===== src/rtl/dff_pipe_pkg.sv =====
// Shared defaults and helpers for the dff_pipe retiming pipeline.
package dff_pipe_pkg;
    localparam int DEF_WIDTH = 8;
    localparam int DEF_DEPTH = 3;

    // Counter width able to represent 0..depth occupied stages
    function automatic int occ_w(input int depth);
        return $clog2(depth + 1);
    endfunction
endpackage


===== src/rtl/dff_pipe_stage.sv =====
// One valid/data register stage; a bubble (empty stage) always accepts, collapsing gaps.
module dff_pipe_stage
    import dff_pipe_pkg::*;
#(
    parameter int WIDTH = DEF_WIDTH
) (
    input  logic             clk,
    input  logic             rst_n,
    input  logic             flush,
    input  logic             up_valid,
    input  logic [WIDTH-1:0] up_data,
    input  logic             dn_ready,
    output logic             rdy,
    output logic             valid,
    output logic [WIDTH-1:0] data
);
    assign rdy = !valid | dn_ready;

    always_ff @(posedge clk or negedge rst_n) begin
        if (!rst_n) begin
            valid <= 1'b0;
            data  <= '0;
        end else if (flush) begin
            valid <= 1'b0;
        end else if (rdy) begin
            valid <= up_valid;
            // data is held across bubbles so out_data stays quiet when idle
            if (up_valid) data <= up_data;
        end
    end
endmodule


===== src/rtl/dff_pipe.sv =====
// DEPTH-stage valid/ready register pipeline with flush.
// Define DFF_PIPE_OCC_EN to add the registered occupancy output.
module dff_pipe
    import dff_pipe_pkg::*;
#(
    parameter int WIDTH = DEF_WIDTH,
    parameter int DEPTH = DEF_DEPTH
) (
    input  logic                      clk,
    input  logic                      rst_n,
    input  logic                      flush,
    input  logic                      in_valid,
    input  logic [WIDTH-1:0]          in_data,
    output logic                      in_ready,
    output logic                      out_valid,
    output logic [WIDTH-1:0]          out_data,
    input  logic                      out_ready
`ifdef DFF_PIPE_OCC_EN
    ,
    output logic [occ_w(DEPTH)-1:0]   occupancy
`endif
);
    logic [DEPTH:0]                rdy;
    logic [DEPTH-1:0]              vld;
    logic [DEPTH-1:0][WIDTH-1:0]   dat;
    logic                          push;

    assign rdy[DEPTH] = out_ready;
    assign in_ready   = rdy[0] & !flush;
    assign push       = in_valid & in_ready;
    // Mask during flush so no downstream handshake completes on a word being discarded
    assign out_valid  = vld[DEPTH-1] & !flush;
    assign out_data   = dat[DEPTH-1];

    for (genvar i = 0; i < DEPTH; i++) begin : g_stage
        logic             up_v;
        logic [WIDTH-1:0] up_d;
        if (i == 0) begin : g_head
            assign up_v = push;
            assign up_d = in_data;
        end else begin : g_body
            assign up_v = vld[i-1];
            assign up_d = dat[i-1];
        end

        dff_pipe_stage #(.WIDTH(WIDTH)) u_stage (
            .clk      (clk),
            .rst_n    (rst_n),
            .flush    (flush),
            .up_valid (up_v),
            .up_data  (up_d),
            .dn_ready (rdy[i+1]),
            .rdy      (rdy[i]),
            .valid    (vld[i]),
            .data     (dat[i])
        );
    end

`ifdef DFF_PIPE_OCC_EN
    logic pop;
    assign pop = out_valid & out_ready;

    always_ff @(posedge clk or negedge rst_n) begin
        if (!rst_n)              occupancy <= '0;
        else if (flush)          occupancy <= '0;
        else if (push && !pop)   occupancy <= occupancy + 1'b1;
        else if (pop && !push)   occupancy <= occupancy - 1'b1;
    end
`endif
endmodule

===== config.mk =====
export PLATFORM = sky130hd
export DESIGN_NAME = dff_pipe
export DESIGN_NICKNAME = d
export VERILOG_FILES = /design/src/rtl/dff_pipe_pkg.sv /design/src/rtl/dff_pipe_stage.sv /design/src/rtl/dff_pipe.sv
export SDC_FILE = /design/constraint.sdc
export NUM_CORES = 1
export LEC_CHECK = 0
export ABC_AREA = 1
export CORE_MARGIN = 8
export CORE_UTILIZATION = 45
export DETAILED_ROUTE_END_ITERATION = 7
export GPL_ROUTABILITY_DRIVEN = 0
export PLACE_DENSITY = 0.71
export SLEW_MARGIN = 20
export SYNTH_ARGS = -nofsm -noshare
export SYNTH_HDL_FRONTEND = slang
export SYNTH_SLANG_ARGS = --single-unit

===== constraint.sdc =====
create_clock -name clk -period 2.8 [get_ports clk]
set_input_delay 0.28 -clock clk [delete_from_list [all_inputs] [get_ports clk]]
set_output_delay 0.28 -clock clk [all_outputs]
set_load 0.005 [all_outputs]

==> flow_metrics.tcl <==
set metrics [dict create \
    r2r-start "g_stage[1].u_stage.valid$_DFFE_PN0P_" \
    cts_root_buffer "clkbuf_4" \
    final_common_cell "nand2_1" \
    fin_skew_ps 3.47 \
    finalCritPeriodShare_pct 70.7 \
    synthesis.instances 119 \
    clock_sinks 27 \
    r2r_slack_ps 1630 \
    grt.overflow.total 0 \
    ys_seq_area_share_pct 58.1 \
    routed_wl_um 1950 \
    yosys_register_bits 27 \
    num_rows 18 \
    postCtsSetupBuffers 0 \
    leakage_nw 0.674 \
    hp-class "in2async" \
    num_antenna_cells 0 \
    grtUsageTotal_pct 9.80 \
    drtIter0Drc 31 \
    core_um2 2450 \
    drt-wirelength-per-cell_um 11.4 \
    avgSynthCellArea_um2 9.77 \
    antenna_left 0 \
    cp_top_family "buffers and inverters" \
    numCtsBuffers 3 \
    startpoint_type "flop" \
    dpl_worst_slack_ps 841 \
    crit_type "reg2out" \
    grt_antenna_before_repair 0 \
    rsz0062_at_grt "false" \
    via_count 806 \
    post_cts_resized 0 \
    critPathRequiredTime_ps 2520 \
    htree_levels 1 \
    hpwl_um 1480 \
    r2r.worst_path.cells 4 \
    crit_path_top_delay_cell "dfrtp_1" \
    fill_cells 238 \
    drt_pass1_iterations 4 \
    run_status "complete, no violations" \
    layout-drive-gt1-share_pct 8.51 \
    mostFrequentLayoutCells "34 x nand2_1, 27 x dfrtp_1, 22 x clkdlybuf4s50_1, 19 x inv_1, 10 x o21ai_0" \
    cp.arrival_ps 1700 \
    max-slew-margin-rel_pct 77.6 \
    ios 23 \
    vias_per_cell 4.71 \
    die_w_um 66.8 \
    r2r-end "g_stage[0].u_stage.data[6]$_DFFE_PN0P_" \
    crit_path_max_fanout 11 \
    cp_num_buf_inv 2 \
    ys_types 17 \
    start_util_pct 47.3 \
    end_kind "output pin" \
    layout_setup_ws_ps 820 \
    area_growth_pct 20.6 \
    cpPeakStageDelay_ps 470 \
    grt_pass1_wl_um 3450 \
    yosys-top-cells-area "dfrtp_1 58%, nand2_1 11%, inv_1 6.1%" \
    tightest_slew_ps 336 \
    final_nets 155 \
    hold_buffers 0 \
    path_cells "nand4_2 -> nand2_1 -> inv_1 -> clkdlybuf4s50_1" \
    finalCriticalPeriod_ps 1980 \
    clk_pin_slew_worst_paths_ps 130 \
    ys_warn_count 0 \
    clk-insertion-delay-late_ps 310 \
    synth_top_cell_area_share_pct 58.1 \
    yosysTopAreaCell "dfrtp_1" \
    power_density_nw_per_um2 585 \
    finalSetupViolations 0 \
    maxSlewViolCount 0 \
    peakVddDrop_mv 0.372 \
    clockBufferDepth 2 \
    synth_area_um2 1160 \
    syn_nets 132 \
    cts_tree "yes" \
    grt_max_degree 28 \
    drc_errors 0 \
    maxCapViolations 0 \
    fmax_mhz 505 \
    die-area_um2 4470 \
    fp.dieH_um 66.8 \
    setup_tns_ps 0 \
    grt_pass1_vias 816 \
    hold_viol 0 \
    placement.io_buffers 22 \
]
-- worst reg2reg max path: stages, from the launching register on --
cell and delay, ps:
dfrtp_1 470, nand4_2 300, nand3_4 220, nand2_1 70, nand2_1 60
-- sequential cells by signal, summed over array words and instances, names as in the netlist --
| name | flops |
|---|---|
| g_stage.u_stage.valid | 3 |
| g_stage.u_stage.data | 24 |
-- cell usage after synthesis (all sizes together) --
| cell | number |
|---|---|
| nand2 | 34 |
| clkbuf | 1 |
| buf | 4 |
| inv | 20 |
| o21ai | 19 |
| dfrtp | 27 |
| nor2 | 1 |
| nand3 | 4 |
| nand4 | 9 |
-- where the power goes --
part           switching [W]  internal (W)
clock network       0.000106     0.0000556
logic              0.0000732     0.0000976
registers          0.0000333      0.000454
-- routing by layer --
layer  vias to the layer above  track usage, %  wire length (um)
li1                        421               -                 -
met1                       363            11.7              1000
met2                        20            16.4               829
met3                         2            2.35               108
met4                         0            4.00                14
met5                         -               0                 0
-- worst max path at each step --
stage	startpoint	to	slack [ps]	cells past startpoint
after global placement	out_ready	in_ready	850	6
final	g_stage[1].u_stage.valid$_DFFE_PN0P_	in_ready	820	4
after detailed placement	out_ready	in_ready	840	6
after global routing	g_stage[1].u_stage.valid$_DFFE_PN0P_	in_ready	700	4
after CTS	g_stage[1].u_stage.valid$_DFFE_PN0P_	in_ready	790	4
after floorplan	g_stage[1].u_stage.valid$_DFFE_PN0P_	in_ready	1680	4
-- kinds of logic after synthesis --
family          after synthesis  share of synthesized area, %
flops                        27                          58.1
buf+inv                      25                          11.0
simple gates                 48                          22.1
compound gates               19                          8.83
-- stage by stage --
step                      hold slack, ps  util, %  instance area, um2  cells  power (W)
after global placement               456     56.0                1380    167   0.000664
after floorplan                    -15.6        -                1160    119   0.000573
final                                322     57.1                1400    171   0.000820
after global routing                 344     57.1                1400    171   0.000872
after CTS                            329     57.1                1400    171   0.000832
after detailed placement             463     56.0                1380    167   0.000672
-- cell type report --
class                           instances  area (um2)  area share, %
Sequential cell                        27         676           48.2
Multi-Input combinational cell         67         359           25.6
Tap cell                               30        37.5           2.68
Clock buffer                            4        26.3           1.88
Timing Repair Buffer                   23         228           16.3
Inverter                               20        75.1           5.36
(Power assumes the default switching activity.)
